**config.mk**
```make
export PLATFORM = sky130hd
export DESIGN_NAME = fsm_memoria_adder_flat
export DESIGN_NICKNAME = d
export VERILOG_FILES = /design/src/rtl/fsm_memoria_adder_if.sv /design/src/rtl/fsm_memoria_adder.sv /design/src/flat_wrapper.sv
export SDC_FILE = /design/constraint.sdc
export NUM_CORES = 2
export LEC_CHECK = 0
export CORE_MARGIN = 4
export CORE_UTILIZATION = 35
export CTS_CLUSTER_SIZE = 24
export DETAILED_ROUTE_END_ITERATION = 16
export HOLD_SLACK_MARGIN = 0.02
export SLEW_MARGIN = 20
export SYNTH_ARGS = -nofsm -noshare
export SYNTH_HDL_FRONTEND = slang
export SYNTH_SLANG_ARGS = --single-unit
```
**constraint.sdc**
```tcl
create_clock -name clk -period 4.7 [get_ports clk]
set_clock_uncertainty 0.2 [all_clocks]
set_input_delay 0.94 -clock clk [delete_from_list [all_inputs] [get_ports clk]]
set_output_delay 0.94 -clock clk [all_outputs]
set_load 0.02 [all_outputs]
```
**src/rtl/fsm_memoria_adder_if.sv**
```systemverilog
// Load/readback bus of the popcount engine: control inputs, status and result.
// OUT_W widens to 8+ADDR_W when BYTE_SUM_EN is defined.
interface fsm_memoria_adder_if #(
    parameter int MESS_WIDTH = 4096
);
    localparam int DEPTH  = MESS_WIDTH / 8;
    localparam int ADDR_W = $clog2(DEPTH);
`ifdef BYTE_SUM_EN
    localparam int OUT_W  = 8 + ADDR_W;
`else
    localparam int OUT_W  = $clog2(MESS_WIDTH + 1);
`endif

    logic              start;
    logic [7:0]        dati;
    logic [ADDR_W-1:0] indirizzo_write;
    logic [1:0]        state;
    logic              we;
    logic              fine_scrittura;
    logic              fine_lettura;
    logic [ADDR_W-1:0] indirizzo_read;
    logic [7:0]        out_mem;
    logic [OUT_W-1:0]  out;
    logic              fine;

    modport master (
        output start, dati, indirizzo_write,
        input  state, we, fine_scrittura, fine_lettura,
        input  indirizzo_read, out_mem, out, fine
    );

    modport slave (
        input  start, dati, indirizzo_write,
        output state, we, fine_scrittura, fine_lettura,
        output indirizzo_read, out_mem, out, fine
    );
endinterface

```
**src/rtl/fsm_memoria_adder.sv**
```systemverilog
// Byte-memory popcount engine: load MESS_WIDTH bits, read back, count ones.
// Define BYTE_SUM_EN to accumulate byte values instead of popcounts.
module fsm_memoria_adder #(
    parameter int MESS_WIDTH = 4096
) (
    input logic               clk,
    input logic               reset,
    fsm_memoria_adder_if.slave bus
);
    localparam int DEPTH  = MESS_WIDTH / 8;
    localparam int ADDR_W = $clog2(DEPTH);
`ifdef BYTE_SUM_EN
    localparam int OUT_W  = 8 + ADDR_W;
`else
    localparam int OUT_W  = $clog2(MESS_WIDTH + 1);
`endif

    localparam logic [1:0] IDLE  = 2'd0;
    localparam logic [1:0] WRITE = 2'd1;
    localparam logic [1:0] READ  = 2'd2;
    localparam logic [1:0] DONE  = 2'd3;

    localparam logic [ADDR_W-1:0] LAST = ADDR_W'(DEPTH - 1);

    logic [7:0]        mem [DEPTH];
    logic [1:0]        state;
    logic [ADDR_W-1:0] rd_addr;
    logic [7:0]        rd_data;
    logic [OUT_W-1:0]  acc;
    logic [OUT_W-1:0]  incr;
    logic              fine;
    logic              rd_valid;
    logic              we;
    logic              last_wr;
    logic              last_rd;

    function automatic logic [3:0] ones(input logic [7:0] b);
        logic [3:0] n;
        n = '0;
        for (int i = 0; i < 8; i++) n = n + {3'b000, b[i]};
        return n;
    endfunction

`ifdef BYTE_SUM_EN
    assign incr = OUT_W'(rd_data);
`else
    assign incr = OUT_W'(ones(rd_data));
`endif

    assign we      = (state == WRITE);
    assign last_wr = we && (bus.indirizzo_write == LAST);
    assign last_rd = (state == READ) && (rd_addr == LAST);

    always_ff @(posedge clk) begin
        if (we) mem[bus.indirizzo_write] <= bus.dati;
    end

    always_ff @(posedge clk) begin
        if (!reset) begin
            state    <= IDLE;
            rd_addr  <= '0;
            rd_data  <= '0;
            acc      <= '0;
            fine     <= 1'b0;
            rd_valid <= 1'b0;
        end else begin
            rd_valid <= (state == READ);
            if (rd_valid) acc <= acc + incr;
            // rd_valid falling: the last byte is being added now
            if (rd_valid && state != READ) fine <= 1'b1;
            unique case (state)
                IDLE, DONE: begin
                    if (bus.start) begin
                        state <= WRITE;
                        acc   <= '0;
                        fine  <= 1'b0;
                    end
                end
                WRITE: begin
                    if (last_wr) begin
                        state   <= READ;
                        rd_addr <= '0;
                    end
                end
                READ: begin
                    rd_data <= mem[rd_addr];
                    if (last_rd) begin
                        state   <= DONE;
                        rd_addr <= '0;
                    end else begin
                        rd_addr <= rd_addr + ADDR_W'(1);
                    end
                end
                default: state <= IDLE;
            endcase
        end
    end

    assign bus.state          = state;
    assign bus.we             = we;
    assign bus.fine_scrittura = last_wr;
    assign bus.fine_lettura   = last_rd;
    assign bus.indirizzo_read = rd_addr;
    assign bus.out_mem        = rd_data;
    assign bus.out            = acc;
    assign bus.fine           = fine;
endmodule

```
**src/flat_wrapper.sv**
```systemverilog
// flat-port wrapper written by rule: the top's interface ports become plain ports
module fsm_memoria_adder_flat 
#(
    parameter int MESS_WIDTH = 4096
)
  (clk, reset, bus_start, bus_dati, bus_indirizzo_write, bus_state, bus_we, bus_fine_scrittura, bus_fine_lettura, bus_indirizzo_read, bus_out_mem, bus_out, bus_fine);
  fsm_memoria_adder_if #(.MESS_WIDTH(MESS_WIDTH)) bus_i ();
  input logic clk;
  input logic reset;
  input wire logic [$bits(bus_i.start)-1:0] bus_start;
  input wire logic [$bits(bus_i.dati)-1:0] bus_dati;
  input wire logic [$bits(bus_i.indirizzo_write)-1:0] bus_indirizzo_write;
  output wire logic [$bits(bus_i.state)-1:0] bus_state;
  output wire logic [$bits(bus_i.we)-1:0] bus_we;
  output wire logic [$bits(bus_i.fine_scrittura)-1:0] bus_fine_scrittura;
  output wire logic [$bits(bus_i.fine_lettura)-1:0] bus_fine_lettura;
  output wire logic [$bits(bus_i.indirizzo_read)-1:0] bus_indirizzo_read;
  output wire logic [$bits(bus_i.out_mem)-1:0] bus_out_mem;
  output wire logic [$bits(bus_i.out)-1:0] bus_out;
  output wire logic [$bits(bus_i.fine)-1:0] bus_fine;
  assign bus_i.start = bus_start;
  assign bus_i.dati = bus_dati;
  assign bus_i.indirizzo_write = bus_indirizzo_write;
  assign bus_state = bus_i.state;
  assign bus_we = bus_i.we;
  assign bus_fine_scrittura = bus_i.fine_scrittura;
  assign bus_fine_lettura = bus_i.fine_lettura;
  assign bus_indirizzo_read = bus_i.indirizzo_read;
  assign bus_out_mem = bus_i.out_mem;
  assign bus_out = bus_i.out;
  assign bus_fine = bus_i.fine;
  fsm_memoria_adder #(.MESS_WIDTH(MESS_WIDTH)) u_core (.clk(clk), .reset(reset), .bus(bus_i));
endmodule
```
==> Yosys cells after proc, flatten, opt, wreduce, memory -nomap -nowiden <==
Memories as Yosys holds them, arrays and structs flattened. A register that Yosys moved wholly into a read port is not among the register bits.
Index checks and enable logic that the tools add are counted.
{ "word_totals": {"reg_bits": 26, "mem_bits_rw": 4096, "in_bits": 20, "wordCells": 48, "memories": 1} }
{ "op_classes": {"n_addsub": 9, "eq_ne": 9, "n_mux": 15, "reduce_logical": 9} }
{ "mem_list": {"columns": ["memory", "words", "width", "read_ports", "rd_clocked_by_memory_dff", "write_ports", "line", "rtl"], "rows": [
  ["u_core.mem", 512, 8, 1, 1, 1, "fsm_memoria_adder.sv:25", "logic [7:0] mem [DEPTH];"]
]} }
{ "op_table": {"columns": ["op", "n"], "rows": [
  ["13-bit two-way mux", 3],
  ["4-bit by 1-bit adder with 4-bit output", 6],
  ["9-bit == test (second input constant)", 2],
  ["9-bit two-way mux", 2],
  ["9-bit case mux with 2 select lines", 1],
  ["13-bit by 4-bit adder with 13-bit output", 1],
  ["9-bit by 1-bit adder with 9-bit output (second input constant)", 1],
  ["2-bit != test (second input constant)", 4],
  ["2-bit two-way mux", 3],
  ["2-bit case mux with 3 select lines", 1],
  ["1-bit two-way mux", 5],
  ["2-bit == test (second input constant)", 2],
  ["1-bit logical AND", 3],
  ["3-bit AND reduction", 1],
  ["1-bit by 1-bit adder with 2-bit output", 1],
  ["2-bit by 1-bit == test with 1-bit output (second input constant)", 1],
  ["2-bit logical NOT", 1],
  ["2-bit AND reduction", 1],
  ["2-bit nonzero test", 1],
  ["2-bit OR reduction", 1],
  ["1-bit logical NOT", 1]
]} }

==> Longest topological paths before layout <==
{ "depth": {"depth_word": 11, "mapped_depth": 16, "mapped_depth_nobuf": 16} }

==> Worst setup path before layout <==
No wires, ideal clock.
{ "synth_path": {"path_kind": "reg-to-reg", "startpoint": "register u_core.rd_data[0], in the netlist u_core.bus.out_mem[0] (read register of u_core.mem)", "endpoint": "register u_core.acc[8], in the netlist u_core.bus.out[8]", "setup_time_ps": 128, "t_arrival_ps": 3796, "required_ps": 4372, "setup_slack_ps": 576, "stages_incl_launch_ff": 15, "path_buffers": 0, "period_less_slack_ps": 4124, "cell_sequence": "dfxtp_1 ha_1 inv_1 fa_1 fa_1 fa_1 fa_1 fa_1 nor2b_1 o21ai_0 nand2b_1 nor2b_1 nand4_1 xor2_1 nor2_1"} }
{ "synth_via": {"elab_chain_cells": 11} }
{ "synth_rtl": {"columns": ["element", "line", "rtl"], "rows": [
  ["start: declaration", "fsm_memoria_adder.sv:28", "logic [7:0] rd_data;"],
  ["1-bit by 1-bit adder with 2-bit output *", "fsm_memoria_adder.sv:40", "for (int i = 0; i < 8; i++) n = n + {3'b000, b[i]};"],
  ["4-bit by 1-bit adder with 4-bit output * (6 in series)", "fsm_memoria_adder.sv:40", null],
  ["13-bit by 4-bit adder with 13-bit output *", "fsm_memoria_adder.sv:68", "if (rd_valid) acc <= acc + incr;"],
  ["13-bit two-way mux *", "fsm_memoria_adder.sv:68", null],
  ["13-bit two-way mux", "fsm_memoria_adder.sv:73", "if (bus.start) begin"],
  ["13-bit two-way mux *", "fsm_memoria_adder.sv:71", "unique case (state)"],
  ["end signal: assignment", "fsm_memoria_adder.sv:68", null],
  ["end: declaration", "fsm_memoria_adder.sv:29", "logic [OUT_W-1:0] acc;"]
]} }
Every way passes the cells marked *; elsewhere a longest branch is shown, timed or not.
A chain may end at the register's enable or synchronous reset.

==> results.sh <==
export IMPL_grt_busiest_layer="met2"
export IMPL_die_width_um=686
export IMPL_fin_setup_tns_ns=0
export IMPL_die_area_um2=470000
export IMPL_synthArstFlopShare_pct=0
export IMPL_grt_pass1_wl_mm=629
export IMPL_cts_sinks=4130
export IMPL_min_path_type="input pin to register"
export IMPL_drcViolationCount=0
export IMPL_wirelength_mm=445
export IMPL_antenna_left=0
export IMPL_wl_per_cell_um=30.5
export IMPL_cp_required_ns=5.35
export IMPL_grt_overflow_total=0
export IMPL_status="finished clean"
export IMPL_use_met2_pct=29.8
export IMPL_grtUsageTotal_pct=18.5
export IMPL_drt_iter0_markers=10272
export IMPL_powerDensity_nw_per_um2=443
export IMPL_syn_mean_instance_area_um2=21.5
export IMPL_reg2reg_slack_ns=0.09
export IMPL_cp_end_kind="register"
export IMPL_vias_per_cell=5.53
export IMPL_fin_util_pct=40.8
export IMPL_worst_pin_slew_ns=1.25
export IMPL_antenna_found_initial=19
export IMPL_grt_use_met3_pct=3.24
export IMPL_dp_cells=13811
export IMPL_met1_usage_pct=25.5
export IMPL_initial_core_util_pct=35.2
export IMPL_finalCriticalPeriod_ns=4.61
export IMPL_placementRows=248
export IMPL_finalCritPeriodShare_pct=98.0
export IMPL_design_area_um2=186000
export IMPL_synth_edf_count=4096
export IMPL_synth_cell_types=67
export IMPL_holdPathStages=1
export IMPL_slowest_stage="dfxtp_2"
export IMPL_ys_flop_type="edfxtp_1"
export IMPL_clk_path_buf_depth=4
export IMPL_synth_fp_nets=7505
export IMPL_cts_tree="yes"
export IMPL_grt_max_degree=130
export IMPL_cts_htree_levels=5
export IMPL_setup_viol=0
export IMPL_numCtsBuffers=414
export IMPL_maxCapViolations=0
export IMPL_grt_pass1_vias=81501
export IMPL_ys_seq_area_share_pct=77.0
export IMPL_pre_cts_slack_ns=-0.150
export IMPL_slowest_delay_ns=0.73
export IMPL_syn_cell_area_um2=161000
export IMPL_detailed_place_area_um2=173000
export IMPL_cp_start_kind="register"
export IMPL_ys_ff_latch=4130
export IMPL_place_congestion=0.855
export IMPL_rsz0062_at_grt="false"
export IMPL_ir_drop_v=0.000351
export IMPL_firstDrtPassIters=6
export IMPL_dr_total_vias=80727
export IMPL_hpwlAfterDp_mm=276
export IMPL_crit_type="register to register"
export IMPL_numPortBuffers=55
export IMPL_timing_fmax_ghz=0.217
export IMPL_worstPathMaxFanout=13
export IMPL_io_pins=56
export IMPL_die_h_um=686
export IMPL_path_clk_slew_ns=0.06
export IMPL_relSlewSlack_pct=15.9
export IMPL_core_area_um2=457000
export IMPL_cts_root_buf="clkbuf_16"
export IMPL_clk_insertion_delay_late_ns=0.95
export IMPL_worst_slack_ns=0.0929
export IMPL_cp_cell_sequence="buf_4 > nor2_2 > nand2_1 > buf_4 > o22ai_1 > or3_1 > a221oi_1 > buf_4 > nor4_1 > a21oi_1 > o22ai_1 > buf_4"
export IMPL_cellLeakagePower_nw=56.3
export IMPL_drv_slew=0
export IMPL_nets=8143
export IMPL_final_cells=14588
export IMPL_cpMostUsedCell="buf_4"
export IMPL_synth_warnings=0
export IMPL_drive_above_1_share_pct=27.8
export IMPL_worstPathArrival_ns=5.26
export IMPL_holdBufCountCts=0
export IMPL_fill_cells=39872
export IMPL_finalHoldViolCount=0
export IMPL_synthToLayoutAreaGrowth_pct=15.9
export IMPL_reg2reg_depth=12
export IMPL_syn_inst=7467
cells in the mapped netlist (all sizes together), types with 13 or more instances:
master | instances | area (um2)
mux2 | 32 | 360
inv | 23 | 86.3
a221oi | 13 | 114
ha | 13 | 163
o21ai | 69 | 345
edfxtp | 4096 | 123000
mux4 | 1038 | 23400
o22ai | 92 | 576
clkbuf | 188 | 706
a22oi | 22 | 165
a211oi | 73 | 548
a31oi | 18 | 113
mux2i | 289 | 2890
nand3 | 35 | 175
nor3 | 32 | 160
and2 | 28 | 175
dfxtp | 34 | 681
o221ai | 52 | 455
a21oi | 107 | 536
nand2 | 169 | 634
nor2 | 594 | 2230
buf | 265 | 1740
nor2b | 36 | 225
kinds of logic (layout without fill, tap and decap cells):
group                      Yosys count  count (layout)  synth area share, %
AOI/OAI and AO/OA                  515             515                 2.14
xor gates and xnor gates            18              18               0.0981
adders and majority gates           18              18                0.164
buffers and inverters              477            1464                 1.58
DFF                               4130            4130                 77.0
muxes                             1359            1359                 16.6
other                                0               9                    0
and+or+nand+nor                    950             950                 2.48
cell usage in the layout, fill, tap and decap left out, types with 45 or more instances in the layout:
cell / Yosys / final
nand2_1: 169 / 155
clkbuf_1: 188 / 79
edfxtp_1: 4096 / 4096
mux4_2: 1038 / 1038
buf_4: 56 / 517
a211oi_1: 73 / 72
a21oi_1: 107 / 106
o221ai_1: 52 / 52
clkbuf_16: 0 / 419
clkinv_2: 0 / 88
nor2_1: 594 / 590
o21ai_0: 65 / 65
clkinv_1: 1 / 90
mux2i_1: 289 / 289
buf_12: 0 / 102
clkdlybuf4s50_1: 0 / 45
bufinv_16: 0 / 48
o22ai_1: 92 / 92
layout make-up:
type                       instances  area [um2]  area share (%)
tap                             6125        7660            4.11
inverter                          24         108          0.0578
clock buffer                     501       10800            5.81
multi-input combinational       2860       34700            18.6
clock inverter                   264        2740            1.47
antenna                            9        22.5          0.0121
timing repair buffer             675        6560            3.52
sequential                      4130      124000            66.4
worst paths after layout:
| check | start | endpoint |
|---|---|---|
| setup / recovery | u_core.bus.indirizzo_read[5]$_SDFFE_PN0P_ | u_core.bus.out_mem[6]$_SDFFE_PN0P_ |
| hold / removal | bus_dati[2] | u_core.mem[191][2]$_DFFE_PP_ |
| setup reg to reg | u_core.bus.indirizzo_read[5]$_SDFFE_PN0P_ | u_core.bus.out_mem[6]$_SDFFE_PN0P_ |
| hold reg to reg | u_core.bus.fine$_SDFF_PN0_ | u_core.bus.fine$_SDFF_PN0_ |
flip-flops by register name, summed over array words and instances, names as in the netlist:
name                       flops
u_core.rd_valid                1
u_core.bus.fine                1
u_core.bus.state               2
u_core.mem                  4096
u_core.bus.out                13
u_core.bus.indirizzo_read      9
u_core.bus.out_mem             8
what timing repair did:
action                                  4_1_cts  5_1_grt
pin swaps                                     0        0
endpoints found under the setup margin        4        8
buffers inserted                              3        0
gates resized for setup                       7        6
power breakdown:
part	total [W]	switching (W)	internal, W
Clock	0.0331	0.0141	0.0191
Combinational	0.00874	0.00467	0.00407
Sequential	0.0406	0.0000713	0.0405
Total	0.0825	0.0188	0.0637
routing by layer:
layer / up-vias / wire length, um
met5: - / 13
met4: 2 / 15400
met3: 684 / 37700
met2: 4049 / 215000
met1: 43479 / 177000
li1: 32513 / -
critical path: cells and delay by family (launching register included):
family          cells  cell delay, ns
compound gates      4            1.14
buf+inv             4            1.23
flops               1            0.73
simple gates        4            1.13
through the flow:
step / total power (W) / hold slack, ns
finish: 0.0825 / 0.259
detailed placement: 0.0502 / 0.269
floorplan: 0.0472 / 0.370
global route: 0.0850 / 0.247
global placement: 0.0501 / 0.251
CTS: 0.0830 / 0.225
No activity file was read; power rests on OpenSTA's default activity.
